**src/rtl/fixed_point_pkg.sv**
```systemverilog
// rtl/fixed_point_pkg.sv - shared Q-format constants and divider state encoding
package fixed_point_pkg;

  localparam int WIDTH_DEF     = 16;
  localparam int FRAC_BITS_DEF = 10;

  localparam logic [WIDTH_DEF-1:0] MAX_POS = 16'h7FFF;
  localparam logic [WIDTH_DEF-1:0] MIN_NEG = 16'h8000;

  // Restoring steps per division in the truncating build
  localparam int N_STEPS = WIDTH_DEF + FRAC_BITS_DEF;

  typedef enum logic [1:0] {
    IDLE = 2'd0,
    CALC = 2'd1,
    FIX  = 2'd2,
    DONE = 2'd3
  } div_state_t;

endpackage

```
**src/rtl/div_restoring_step.sv**
```systemverilog
// rtl/div_restoring_step.sv - one combinational restoring-division iteration
module div_restoring_step #(
  parameter int WIDTH = 16
) (
  input  logic [WIDTH:0]   rem,
  input  logic             dividend_msb,
  input  logic [WIDTH-1:0] b_mag,
  output logic [WIDTH:0]   rem_next,
  output logic             q_bit
);

  logic [WIDTH+1:0] rem_shift;
  logic [WIDTH:0]   diff;

  always_comb begin
    rem_shift = {rem, dividend_msb};
    diff      = rem_shift[WIDTH:0] - {1'b0, b_mag};
    q_bit     = (rem_shift >= {2'b00, b_mag});
    rem_next  = q_bit ? diff : rem_shift[WIDTH:0];
  end

endmodule

```
**src/rtl/divider_fixed_point_restoring.sv**
```systemverilog
// rtl/divider_fixed_point_restoring.sv - sequential signed Q-format divider; DIVIDER_ROUND_NEAREST_EN adds a guard bit for round-half-away
module divider_fixed_point_restoring
  import fixed_point_pkg::*;
#(
  parameter int WIDTH     = WIDTH_DEF,
  parameter int FRAC_BITS = FRAC_BITS_DEF
) (
  input  logic             clk,
  input  logic             rst,
  input  logic [WIDTH-1:0] A,
  input  logic [WIDTH-1:0] B,
  input  logic             start,
  output logic [WIDTH-1:0] result,
  output logic             overflow_flag,
  output logic             div_by_zero,
  output logic             finish
);

`ifdef DIVIDER_ROUND_NEAREST_EN
  localparam int NSTEPS = WIDTH + FRAC_BITS + 1;
`else
  localparam int NSTEPS = WIDTH + FRAC_BITS;
`endif
  localparam int CW = $clog2(NSTEPS);
  localparam logic [CW-1:0] LAST_STEP = CW'(NSTEPS - 1);

  localparam logic [WIDTH-1:0]  SAT_POS     = {1'b0, {(WIDTH-1){1'b1}}};
  localparam logic [WIDTH-1:0]  SAT_NEG     = {1'b1, {(WIDTH-1){1'b0}}};
  localparam logic [NSTEPS-1:0] MAG_POS_LIM = {{(NSTEPS-WIDTH+1){1'b0}}, {(WIDTH-1){1'b1}}};
  localparam logic [NSTEPS-1:0] MAG_NEG_LIM = {{(NSTEPS-WIDTH){1'b0}}, 1'b1, {(WIDTH-1){1'b0}}};

  div_state_t        state_q, state_d;
  logic [CW-1:0]     cnt_q, cnt_d;
  logic [NSTEPS-1:0] dividend_q, dividend_d;
  logic [NSTEPS-1:0] quo_q, quo_d;
  logic [WIDTH:0]    rem_q, rem_d;
  logic [WIDTH-1:0]  b_mag_q, b_mag_d;
  logic              sign_q, sign_d;
  logic              a_neg_q, a_neg_d;
  logic              dbz_q, dbz_d;
  logic [WIDTH-1:0]  result_q, result_d;
  logic              ovf_q, ovf_d;
  logic              dbz_out_q, dbz_out_d;
  logic              finish_q, finish_d;

  logic [WIDTH:0]    rem_next;
  logic              q_bit;
  logic [WIDTH-1:0]  a_mag;
  logic [WIDTH-1:0]  b_mag_in;
  logic [NSTEPS-1:0] mag;
  logic [WIDTH-1:0]  mag_w;

  div_restoring_step #(.WIDTH(WIDTH)) u_step (
    .rem          (rem_q),
    .dividend_msb (dividend_q[NSTEPS-1]),
    .b_mag        (b_mag_q),
    .rem_next     (rem_next),
    .q_bit        (q_bit)
  );

  always_comb begin
    a_mag    = A[WIDTH-1] ? (~A + 1'b1) : A;
    b_mag_in = B[WIDTH-1] ? (~B + 1'b1) : B;
`ifdef DIVIDER_ROUND_NEAREST_EN
    // Lowest quotient bit is the guard; adding it rounds half away from zero
    mag = (quo_q >> 1) + {{(NSTEPS-1){1'b0}}, quo_q[0]};
`else
    mag = quo_q;
`endif
    mag_w = mag[WIDTH-1:0];
  end

  always_comb begin
    state_d    = state_q;
    cnt_d      = cnt_q;
    dividend_d = dividend_q;
    quo_d      = quo_q;
    rem_d      = rem_q;
    b_mag_d    = b_mag_q;
    sign_d     = sign_q;
    a_neg_d    = a_neg_q;
    dbz_d      = dbz_q;
    result_d   = result_q;
    ovf_d      = ovf_q;
    dbz_out_d  = dbz_out_q;
    finish_d   = finish_q;

    case (state_q)
      IDLE: begin
        if (start) begin
          state_d    = CALC;
          cnt_d      = '0;
          dividend_d = {a_mag, {(NSTEPS-WIDTH){1'b0}}};
          quo_d      = '0;
          rem_d      = '0;
          b_mag_d    = b_mag_in;
          sign_d     = A[WIDTH-1] ^ B[WIDTH-1];
          a_neg_d    = A[WIDTH-1];
          dbz_d      = (B == '0);
        end
      end
      CALC: begin
        if (!start) begin
          state_d = IDLE;
        end else begin
          dividend_d = {dividend_q[NSTEPS-2:0], 1'b0};
          rem_d      = rem_next;
          quo_d      = {quo_q[NSTEPS-2:0], q_bit};
          if (cnt_q == LAST_STEP) begin
            state_d = FIX;
          end else begin
            cnt_d = cnt_q + 1'b1;
          end
        end
      end
      FIX: begin
        if (!start) begin
          state_d = IDLE;
        end else begin
          state_d  = DONE;
          finish_d = 1'b1;
          if (dbz_q) begin
            result_d  = a_neg_q ? SAT_NEG : SAT_POS;
            ovf_d     = 1'b1;
            dbz_out_d = 1'b1;
          end else if (!sign_q && (mag > MAG_POS_LIM)) begin
            result_d  = SAT_POS;
            ovf_d     = 1'b1;
            dbz_out_d = 1'b0;
          end else if (sign_q && (mag > MAG_NEG_LIM)) begin
            result_d  = SAT_NEG;
            ovf_d     = 1'b1;
            dbz_out_d = 1'b0;
          end else begin
            result_d  = sign_q ? (~mag_w + 1'b1) : mag_w;
            ovf_d     = 1'b0;
            dbz_out_d = 1'b0;
          end
        end
      end
      DONE: begin
        if (!start) begin
          state_d  = IDLE;
          finish_d = 1'b0;
        end
      end
      default: state_d = IDLE;
    endcase
  end

  always_ff @(posedge clk or negedge rst) begin
    if (!rst) begin
      state_q    <= IDLE;
      cnt_q      <= '0;
      dividend_q <= '0;
      quo_q      <= '0;
      rem_q      <= '0;
      b_mag_q    <= '0;
      sign_q     <= 1'b0;
      a_neg_q    <= 1'b0;
      dbz_q      <= 1'b0;
      result_q   <= '0;
      ovf_q      <= 1'b0;
      dbz_out_q  <= 1'b0;
      finish_q   <= 1'b0;
    end else begin
      state_q    <= state_d;
      cnt_q      <= cnt_d;
      dividend_q <= dividend_d;
      quo_q      <= quo_d;
      rem_q      <= rem_d;
      b_mag_q    <= b_mag_d;
      sign_q     <= sign_d;
      a_neg_q    <= a_neg_d;
      dbz_q      <= dbz_d;
      result_q   <= result_d;
      ovf_q      <= ovf_d;
      dbz_out_q  <= dbz_out_d;
      finish_q   <= finish_d;
    end
  end

  assign result        = result_q;
  assign overflow_flag = ovf_q;
  assign div_by_zero   = dbz_out_q;
  assign finish        = finish_q;

endmodule

```
**config.mk**
```make
export PLATFORM = sky130hd
export DESIGN_NAME = divider_fixed_point_restoring
export DESIGN_NICKNAME = d
export VERILOG_FILES = /design/src/rtl/fixed_point_pkg.sv /design/src/rtl/div_restoring_step.sv /design/src/rtl/divider_fixed_point_restoring.sv
export SDC_FILE = /design/constraint.sdc
export NUM_CORES = 1
export LEC_CHECK = 0
export BUFFER_PORTS_ARGS = -buffer_cell sky130_fd_sc_hd__buf_4
export CORE_UTILIZATION = 60
export DETAILED_ROUTE_END_ITERATION = 16
export PLACE_DENSITY_LB_ADDON = 0.12
export REMOVE_ABC_BUFFERS = 1
export SLEW_MARGIN = 20
export SYNTH_ARGS = -nofsm -noshare
export SYNTH_HDL_FRONTEND = slang
export SYNTH_SLANG_ARGS = --single-unit
```
**constraint.sdc**
```tcl
create_clock -name clk -period 4.3 [get_ports clk]
set_input_delay 0.215 -clock clk [delete_from_list [all_inputs] [get_ports clk]]
set_output_delay 0.215 -clock clk [all_outputs]
set_load 0.03 [all_outputs]
```
==> impl_metrics.toml <==
[outcome]
status = "finished, final reports clean"

[clock_network]
post_cts_resized = 0
htree_levels = 3
hold_buffers = 1
cts_buffers = 9
cts_root_buf = "clkbuf_8"
cts_sinks = 104
post_cts_buffers = 0
clkTransAtPathRegs_ns = 0.09
clkLatencyLatePin_ns = 0.37
cts_tree = "done"
clockBufferDepth = 2

[yosys]
yosys_most_used_dff = "dfrtp_1"
synth_area_leaders = "dfrtp_1, nand2_1, o21ai_0"
yosys.area.top_type_share = 0.430
syn_inst = 656
synth-edff-count = 0
yosys_register_bits = 104
ys_warn_count = 0
ys_async_sr_fraction = 1.00
syn_area_sq_um = 6050
ys_seq_area_frac = 0.430
synth.distinct_cells = 57
synth_largest_area_cell = "dfrtp_1"
syn_area_per_cell_sq_um = 9.22

[setup_path]
crit_type = "reg -> reg"
crit_path_max_fanout = 21
startpoint_type = "flop"
worstSetupEndpointType = "flop"
cp.required_ns = 4.56
crit_arrival_ns = 3.25

[timing]
worst_pin_slew_ns = 1.13
holdWs_ns = 0.125
tns_ns = 0
clock_skew_ns = 0.00903
period_share = 0.696
setup_viol = 0
fmax_ghz = 0.334
rsz0062_at_grt = "no"
layout_min_cycle_time_ns = 2.99
timing.final.hold_violations = 0
slew_violations = 0
relSlewSlack = 0.244

[grt]
track_usage = 0.268
antenna_found_initial = 0
grt_max_degree = 77
overflow = 0
grt_pass1_wl_mm = 21.8
grt_pass1_vias = 4583

[placement]
io_buffer_count = 53
dp_hpwl_mm = 9.15
gp_congestion = 0.922

[power_and_ir_drop]
intPower_mw = 1.95
ir_drop_uv = 402
power.switching_mw = 1.13
seq_power_share = 0.387
powerDensity_nw_per_um2 = 461
p_clk_frac = 0.227
pwr-share-comb = 0.387
sw_frac_of_total = 0.367
p_leak_nw = 3.04

[drt]
wirelength_mm = 13.0
drt-initial-drc-count = 264
vias = 4973
wl_per_cell_microns = 15.7
viasPerCell = 6.01
dr.pass1.iters = 5
postRouteAntennaNets = 0
drcViolationCount = 0

[cells_and_area]
final_core_util = 0.686
drive_above_1_share = 0.128
antenna_cells = 0
finalNetCount = 747
synthToLayoutAreaGrowth_pct = 10.9

[run]
maxCapViolCount = 0

[floorplanning]
rows = 36
die_w_microns = 102
io-pin-count = 54
core_area_sq_um = 9770
initial_core_util = 0.619
dieArea_sq_um = 10500
dieHeight_microns = 102

[hold_path]
hold_path.class = "in -> reg"
## kinds of logic (layout without fill, tap and decap cells)
family                   count (synthesis)  after routing  synth area share
AO/OA/AOI/OAI                          209            209             0.237
buffers and inverters                   64            103            0.0478
flip-flops                             104            104             0.430
XOR/XNOR                                53             53            0.0767
AND/OR/NAND/NOR                        198            198             0.152
multiplexers                             6              6           0.00993
adder cells (fa/ha/maj)                 22             22            0.0468
## through the flow
stage	setup slack (ns)	instance area [sq um]	cells	power, mW
after global routing	1.02	6710	828	3.30
after floorplan	1.62	5870	622	2.09
after global placement	1.43	6460	811	2.35
final	1.31	6710	828	3.09
after CTS	1.30	6710	828	3.10
after detailed placement	1.33	6460	811	2.39
## cell usage in the layout (no fill, tap or decap), types with 8 or more instances in the layout
cell type / synthesis / layout
a22o_1: 21 / 21
a21oi_1: 29 / 29
clkbuf_8: 0 / 12
buf_4: 2 / 56
nor3_1: 11 / 11
nand2_1: 106 / 105
o31ai_1: 19 / 19
nand3_1: 16 / 16
inv_1: 30 / 30
nand2b_1: 11 / 11
o22ai_1: 8 / 8
ha_1: 21 / 21
o21ai_0: 64 / 64
o41ai_1: 8 / 8
dfrtp_1: 104 / 104
o211ai_1: 15 / 15
nor2_1: 25 / 25
xnor2_1: 21 / 21
xor2_1: 32 / 32
## synth_stat cells (all sizes together), types with 17 or more instances
cell    instances
nand2         106
dfrtp         104
o21ai          67
xor2           32
a21oi          30
inv            30
nor2           25
a22o           23
ha             21
xnor2          21
o31ai          19
clkbuf         18
o211ai         17
## routing by layer
metal,share of wire,vias up,GRT usage
li1,-,2434,-
met1,0.47,2404,0.366
met2,0.48,124,0.434
met3,0.047,11,0.0629
met4,0.010,0,0.0604
met5,0,-,0
## worst max-delay path, cell delays in order (launching register included)
cell	delay [ns]
dfrtp_1	0.61
inv_1	0.40
nand3_1	0.63
a21oi_1	0.48
o21ai_1	0.47
o221a_2	0.28
## sequential cells by signal, indices dropped and copies added, names as in the netlist
name,cells
finish,1
a_neg_q,1
cnt_q,5
sign_q,1
overflow_flag,1
b_mag_q,16
rem_q,17
result,16
mag,26
dividend_q,16
dbz_q,1
state_q,2
div_by_zero,1
## cell type report
cell class,instances,area [sq um]
clock inverters,2,60.1
flip-flops and latches,104,2600
inverters,30,113
multi-input cells,488,3160
well taps,133,166
fillers,778,3070
repair buffers,57,430
clock buffers,14,173
## power by group through the flow
stage	clock, mW	combinational (mW)	sequential (mW)
global route	0.758	1.33	1.21
CTS	0.717	1.19	1.19
floorplan	0	0.910	1.18
global placement	0	1.14	1.21
finish	0.700	1.19	1.19
detailed placement	0	1.18	1.21
## path summary, 6_finish.rpt
kind                                 from             end  slack, ns  cells after the start
min in group asynchronous             rst          mag[8]       0.51                      2
max                            state_q[0]      result[15]       1.31                      5
min reg2reg                dividend_q[16]  dividend_q[16]       0.48                      2
max in group asynchronous             rst  dividend_q[22]       2.76                      3
min                                 start      state_q[1]       0.13                      2
max reg2reg                    state_q[0]      result[15]       1.31                      5
Note: power is estimated with default switching activity, not from simulation.
